**src/rtl/vram_uart_dump.sv**
```systemverilog
// Streams a contiguous VRAM range to the UART transmitter one byte at a time,
// keeping a count of the bytes fully sent and their 8-bit additive checksum.
module vram_uart_dump #(
    parameter int ADDR_WIDTH = 14,
    parameter int RD_LATENCY = 1
) (
    input  logic                  clk,
    input  logic                  rst,
    input  logic                  start,
    input  logic                  abort,
    input  logic [ADDR_WIDTH-1:0] base_addr,
    input  logic [ADDR_WIDTH:0]   length,
    output logic [ADDR_WIDTH-1:0] vram_addr,
    input  logic [7:0]            vram_do,
    output logic [7:0]            tx_data,
    output logic                  tx_wr,
    input  logic                  tx_done,
    output logic                  busy,
    output logic                  done,
    output logic [ADDR_WIDTH:0]   byte_count,
    output logic [7:0]            checksum
);

    localparam int CNT_W = ADDR_WIDTH + 1;
    localparam logic [CNT_W-1:0]      CNT_ZERO  = {CNT_W{1'b0}};
    localparam logic [CNT_W-1:0]      CNT_ONE   = {{ADDR_WIDTH{1'b0}}, 1'b1};
    localparam logic [ADDR_WIDTH-1:0] ADDR_ONE  = {{(ADDR_WIDTH-1){1'b0}}, 1'b1};
    localparam logic [1:0]            LAT_LAST  = 2'(RD_LATENCY - 1);

    typedef enum logic [1:0] {
        S_IDLE   = 2'd0,
        S_READ   = 2'd1,
        S_WAIT   = 2'd2,
        S_FINISH = 2'd3
    } state_t;

    state_t                state_r,      state_s;
    logic [ADDR_WIDTH-1:0] vram_addr_r,  vram_addr_s;
    logic [CNT_W-1:0]      length_r,     length_s;
    logic [CNT_W-1:0]      byte_count_r, byte_count_s;
    logic [7:0]            checksum_r,   checksum_s;
    logic [7:0]            tx_data_r,    tx_data_s;
    logic                  tx_wr_r,      tx_wr_s;
    logic                  busy_r,       busy_s;
    logic                  done_r,       done_s;
    logic [1:0]            lat_r,        lat_s;
    logic [CNT_W-1:0]      cnt_inc_s;

    function automatic logic [7:0] csum_add(input logic [7:0] sum, input logic [7:0] data);
        return sum + data;
    endfunction

    assign cnt_inc_s = byte_count_r + CNT_ONE;

    // Next-state and next-register values for the dump sequencer.
    always_comb begin
        state_s      = state_r;
        vram_addr_s  = vram_addr_r;
        length_s     = length_r;
        byte_count_s = byte_count_r;
        checksum_s   = checksum_r;
        tx_data_s    = tx_data_r;
        tx_wr_s      = 1'b0;
        busy_s       = busy_r;
        done_s       = 1'b0;
        lat_s        = lat_r;
        case (state_r)
            S_IDLE: begin
                if (start) begin
                    vram_addr_s  = base_addr;
                    length_s     = length;
                    byte_count_s = CNT_ZERO;
                    checksum_s   = 8'h00;
                    lat_s        = 2'd0;
                    if (length == CNT_ZERO) begin
                        done_s = 1'b1;
                    end else begin
                        state_s = S_READ;
                        busy_s  = 1'b1;
                    end
                end else begin
                    state_s = S_IDLE;
                end
            end
            S_READ: begin
                if (abort) begin
                    state_s = S_IDLE;
                    busy_s  = 1'b0;
                end else if (lat_r == LAT_LAST) begin
                    tx_data_s = vram_do;
                    tx_wr_s   = 1'b1;
                    lat_s     = 2'd0;
                    state_s   = S_WAIT;
                end else begin
                    lat_s = lat_r + 2'd1;
                end
            end
            S_WAIT: begin
                // tx_done in the tx_wr cycle belongs to no byte of ours yet
                if (abort) begin
                    state_s = S_IDLE;
                    busy_s  = 1'b0;
                end else if (tx_done && !tx_wr_r) begin
                    byte_count_s = cnt_inc_s;
                    checksum_s   = csum_add(checksum_r, tx_data_r);
                    vram_addr_s  = vram_addr_r + ADDR_ONE;
                    lat_s        = 2'd0;
                    if (cnt_inc_s == length_r) begin
                        state_s = S_FINISH;
                    end else begin
                        state_s = S_READ;
                    end
                end else begin
                    state_s = S_WAIT;
                end
            end
            S_FINISH: begin
                state_s = S_IDLE;
                busy_s  = 1'b0;
                if (abort) begin
                    done_s = 1'b0;
                end else begin
                    done_s = 1'b1;
                end
            end
            default: begin
                state_s = S_IDLE;
                busy_s  = 1'b0;
            end
        endcase
    end

    // State and output registers; reset abandons any dump in progress.
    always_ff @(posedge clk or posedge rst) begin
        if (rst) begin
            state_r      <= S_IDLE;
            vram_addr_r  <= {ADDR_WIDTH{1'b0}};
            length_r     <= CNT_ZERO;
            byte_count_r <= CNT_ZERO;
            checksum_r   <= 8'h00;
            tx_data_r    <= 8'h00;
            tx_wr_r      <= 1'b0;
            busy_r       <= 1'b0;
            done_r       <= 1'b0;
            lat_r        <= 2'd0;
        end else begin
            state_r      <= state_s;
            vram_addr_r  <= vram_addr_s;
            length_r     <= length_s;
            byte_count_r <= byte_count_s;
            checksum_r   <= checksum_s;
            tx_data_r    <= tx_data_s;
            tx_wr_r      <= tx_wr_s;
            busy_r       <= busy_s;
            done_r       <= done_s;
            lat_r        <= lat_s;
        end
    end

    assign vram_addr  = vram_addr_r;
    assign tx_data    = tx_data_r;
    assign tx_wr      = tx_wr_r;
    assign busy       = busy_r;
    assign done       = done_r;
    assign byte_count = byte_count_r;
    assign checksum   = checksum_r;

endmodule

```
**config.mk**
```make
export PLATFORM = sky130hd
export DESIGN_NAME = vram_uart_dump
export DESIGN_NICKNAME = d
export VERILOG_FILES = /design/src/rtl/vram_uart_dump.sv
export SDC_FILE = /design/constraint.sdc
export NUM_CORES = 1
export LEC_CHECK = 0
export ABC_AREA = 1
export BUFFER_PORTS_ARGS = -buffer_cell sky130_fd_sc_hd__buf_2
export CORE_AREA = 2 2 111 113
export DETAILED_ROUTE_END_ITERATION = 8
export DIE_AREA = 0 0 113 115
export SLEW_MARGIN = 10
export SYNTH_ARGS = -nofsm -noshare
export SYNTH_HDL_FRONTEND = slang
export SYNTH_SLANG_ARGS = --single-unit
```
**constraint.sdc**
```tcl
create_clock -name clk -period 3.1 [get_ports clk]
set_input_delay 0.155 -clock clk [delete_from_list [all_inputs] [get_ports clk]]
set_output_delay 0.155 -clock clk [all_outputs]
set_load 0.02 [all_outputs]
```
==> load_flow_metrics.sql <==
INSERT INTO impl_metrics (metric_group, metric, value, unit) VALUES
('cts', 'insertion_delay_to_the_later_sink_of_the_worst_skew_pair', '0.32', 'ns'),
('setup_path', 'rrSetupSlack', '0.68', 'ns'),
('synth', 'synth_top_flop_cell', 'sky130_fd_sc_hd__dfrtp_1', ''),
('cts', 'cts.reportedPaths.clkPinSlew', '0.06', 'ns'),
('synth', 'synthMuxAreaShare', '0', '%'),
('sta', 'rsz0062_at_grt', 'no', ''),
('cts', 'clock_tree.root_cell', 'sky130_fd_sc_hd__clkbuf_16', ''),
('sta', 'slew_headroom', '47.3', '%'),
('setup_path', 'r2r_end', 'vram_addr[6]', ''),
('synth', 'yosys.area_share.simple', '30.4', '%'),
('status', 'failed_checks', 'design-rule violations', ''),
('cts', 'sink_count', '67', ''),
('setup_path', 'worst-setup-path-type', 'flop to flop', ''),
('sta', 'finalSetupViolations', '0', ''),
('setup_path', 'crit_start', 'state_r[0]', ''),
('synth', 'synthAdderAreaFrac', '5.18', '%'),
('global_routing', 'first_global_vias', '3645', ''),
('power', 'power_frac_seq', '35.4', '%'),
('drt', 'drt-pass1-iter-count', '6', ''),
('sta', 'timing.final.crit_period', '2.42', 'ns'),
('global_routing', 'grt_pass1_wl', '18.0', 'mm'),
('setup_path', 'kind_of_launch_point_of_the_worst_setup_path', 'flop', ''),
('cts', 'cts-buffers-inserted', '9', ''),
('power', 'combinational_cell_fraction_of_total_power', '40.6', '%'),
('setup_path', 'critical_path.max_fanout', '35', ''),
('power', 'p_int', '2.44', 'mW'),
('cts', 'post_cts.resized_instances', '0', ''),
('floorplanning', 'placementRows', '40', ''),
('power', 'total_switching_power', '1.81', 'mW'),
('sta', 'report.final.slew_viol_count', '0', ''),
('sta', 'min_period_over_period', '78.1', '%'),
('drt', 'drcViolationCount', '5', ''),
('power', 'netSwitchingFraction', '42.6', '%'),
('power', 'power_density', '866', 'mW/mm^2'),
('synth', 'synth_cell_types', '38', ''),
('drt', 'post_drt_wl_per_cell', '13.8', 'um'),
('power', 'peakVddDrop', '0.270', 'mV'),
('setup_path', 'critPathCapture', 'vram_addr[6]', ''),
('synth', 'netlist_area', '0.00401', 'sq mm'),
('synth', 'ys_async_sr_fraction', '100', '%'),
('drt', 'routed-via-count', '3863', ''),
('sta', 'hold_viol', '0', ''),
('global_routing', 'number_of_antenna_violations_at_the_first_check_in_global_routing', '0', ''),
('placed_design', 'place_congestion', '0.844', ''),
('synth', 'postSynthRegisterBits', '67', ''),
('hold_path', 'hold_path_class', 'input pin to flop', ''),
('drt', 'vias_per_cell', '4.92', ''),
('sta', 'setup_total_neg_slack', '0', 'ns'),
('cells_and_area', 'final_nets', '692', ''),
('floorplanning', 'die-width', '113', 'um'),
('synth', 'mean_syn_cell_area', '7.40', 'sq um'),
('sta', 'timing.clock.skew', '0.00494', 'ns'),
('drt', 'routed_wl', '10.8', 'mm'),
('sta', 'tightestPinTransition', '0.790', 'ns'),
('placed_design', 'dp.final_hpwl', '8.15', 'mm'),
('placed_design', 'place_worst_setup_slack', '0.666', 'ns'),
('cts', 'cts.htree.levels', '3', ''),
('global_routing', 'pin_count_of_the_biggest_net_entering_global_routing', '36', ''),
('drt', 'drt-initial-drc-count', '366', ''),
('floorplanning', 'floorplan.initialDensity', '33.9', '%'),
('cells_and_area', 'antenna_cells_inserted', '0', ''),
('cells_and_area', 'ratio_of_cells_with_drive_above_1_in_the_final_layout', '19.6', '%'),
('run', 'drv.max_cap_violation_count', '0', ''),
('synth', 'ys.warnings.count', '0', ''),
('setup_path', 'timing.critical_path.to_type', 'flop', ''),
('global_routing', 'gr_util_all_layers', '17.3', '%'),
('synth', 'synth_top_family_by_area', 'simple AND/OR/NAND/NOR gates', ''),
('status', 'outcome', 'finished, violations left', ''),
('drt', 'final_antenna_net_count', '0', ''),
('global_routing', 'grt.overflow.total', '0', ''),
('sta', 'max_clock_freq', '0.413', 'GHz');
[sequential cells by signal, indices dropped and copies added, names as in the netlist]
register    count
byte_count     15
lat_r           2
checksum        8
done            1
busy            1
tx_data         8
vram_addr      14
tx_wr           1
state_r         2
length_r       15
[logic make-up after synthesis]
logic type / count (synthesis)
AO/OA/AOI/OAI: 89
XOR/XNOR: 8
AND/OR/NAND/NOR: 278
flip-flops: 67
adder cells (fa/ha/maj): 16
buffers and inverters: 84
[metrics by stage]
stage / util [%] / instance area (sq um) / hold WS, ns / total power, mW / std cells
3_3_place_gp: 39.0 / 4610 / 0.298 / 3.19 / 769
3_5_place_dp: 39.0 / 4610 / 0.306 / 3.24 / 769
4_1_cts: 41.6 / 4910 / 0.0248 / 4.30 / 785
6_report: 41.6 / 4910 / 0.0361 / 4.25 / 785
5_1_grt: 41.6 / 4910 / 0.0363 / 4.60 / 785
2_1_floorplan: - / 4010 / 0.272 / 2.68 / 542
[power groups by stage]
stage / sequential [mW] / clock, mW / combinational (mW)
2_1_floorplan: 1.65 / 0 / 1.03
3_3_place_gp: 1.51 / 0 / 1.69
3_5_place_dp: 1.52 / 0 / 1.73
4_1_cts: 1.50 / 1.05 / 1.74
5_1_grt: 1.55 / 1.09 / 1.96
6_report: 1.50 / 1.02 / 1.72
[cell type report]
| cell class | count | area (sq um) | area share [%] |
|---|---|---|---|
| repair buffers | 95 | 493 | 10.0 |
| clock inverters | 2 | 35.0 | 0.713 |
| inverters | 70 | 263 | 5.35 |
| multi-input cells | 391 | 2000 | 40.7 |
| well taps | 147 | 184 | 3.74 |
| clock buffers | 13 | 260 | 5.30 |
| flip-flops and latches | 67 | 1680 | 34.1 |
[timing repair]
item	CTS	global route
hold endpoints to repair	30	0
buffers inserted	0	0
hold buffers	1	0
[critical path: stages (launching register included)]
cell and delay (ns):
sky130_fd_sc_hd__dfrtp_1 0.40, sky130_fd_sc_hd__inv_1 0.11, sky130_fd_sc_hd__ha_1 0.28, sky130_fd_sc_hd__inv_1 0.08
sky130_fd_sc_hd__nor2_1 0.21, sky130_fd_sc_hd__a21oi_2 0.09, sky130_fd_sc_hd__o21ai_2 0.31, sky130_fd_sc_hd__inv_2 0.47
sky130_fd_sc_hd__o211ai_1 0.20, sky130_fd_sc_hd__o21ai_0 0.11
[metal layers]
layer	vias to the layer above	part of all wire [%]	GRT usage, %
li1	1980	-	-
met1	1794	48	23.9
met2	83	46	27.2
met3	6	4.3	3.22
met4	0	0.98	6.10
met5	-	0	0
[layout by cell type, fill, tap and decap left out, types with 3 or more instances in the layout]
| cell type | instances |
|---|---|
| sky130_fd_sc_hd__nand2_1 | 153 |
| sky130_fd_sc_hd__buf_2 | 89 |
| sky130_fd_sc_hd__inv_1 | 67 |
| sky130_fd_sc_hd__dfrtp_1 | 67 |
| sky130_fd_sc_hd__nand3_1 | 51 |
| sky130_fd_sc_hd__o21ai_0 | 48 |
| sky130_fd_sc_hd__nor2_1 | 41 |
| sky130_fd_sc_hd__ha_1 | 15 |
| sky130_fd_sc_hd__a21oi_1 | 14 |
| sky130_fd_sc_hd__nand4_1 | 14 |
| sky130_fd_sc_hd__clkbuf_16 | 9 |
| sky130_fd_sc_hd__xor2_1 | 6 |
| sky130_fd_sc_hd__a31oi_1 | 5 |
| sky130_fd_sc_hd__o22ai_1 | 5 |
| sky130_fd_sc_hd__buf_4 | 5 |
| sky130_fd_sc_hd__o211ai_1 | 4 |
| sky130_fd_sc_hd__or2_2 | 4 |
| sky130_fd_sc_hd__nand3b_1 | 4 |
| sky130_fd_sc_hd__inv_2 | 3 |
| sky130_fd_sc_hd__o21ai_1 | 3 |
| sky130_fd_sc_hd__a22o_1 | 3 |
[worst min-delay path by stage]
stage	to	cells past startpoint
floorplan	tx_data[0]	2
global placement	checksum[7]	2
detailed placement	checksum[7]	2
CTS	tx_data[2]	3
global route	tx_data[2]	3
finish	tx_data[2]	3
[cell usage after synthesis, types with 2 or more instances]
library cell                 n  area (sq um)
sky130_fd_sc_hd__or2_2       4          25.0
sky130_fd_sc_hd__nand4_1    14          87.6
sky130_fd_sc_hd__nor2_4      2          22.5
sky130_fd_sc_hd__a31oi_1     5          31.3
sky130_fd_sc_hd__ha_1       15           188
sky130_fd_sc_hd__o31ai_1     2          15.0
sky130_fd_sc_hd__nor2_2      2          12.5
sky130_fd_sc_hd__a22o_1      3          26.3
sky130_fd_sc_hd__o211ai_1    4          30.0
sky130_fd_sc_hd__nand2_1   153           574
sky130_fd_sc_hd__clkbuf_1    8          30.0
sky130_fd_sc_hd__o22ai_1     5          31.3
sky130_fd_sc_hd__xor2_1      6          52.6
sky130_fd_sc_hd__o21ai_1     3          15.0
sky130_fd_sc_hd__inv_2       2          7.51
sky130_fd_sc_hd__a21oi_1    14          70.1
sky130_fd_sc_hd__nand3b_1    4          30.0
sky130_fd_sc_hd__xnor2_1     2          17.5
sky130_fd_sc_hd__o21ai_0    48           240
sky130_fd_sc_hd__dfrtp_1    67          1680
sky130_fd_sc_hd__nand2_2     2          12.5
sky130_fd_sc_hd__nand3_1    51           255
sky130_fd_sc_hd__inv_1      68           255
sky130_fd_sc_hd__nor2_1     41           154
sky130_fd_sc_hd__buf_2       4          20.0
Note: power is estimated with default switching activity, not from simulation.
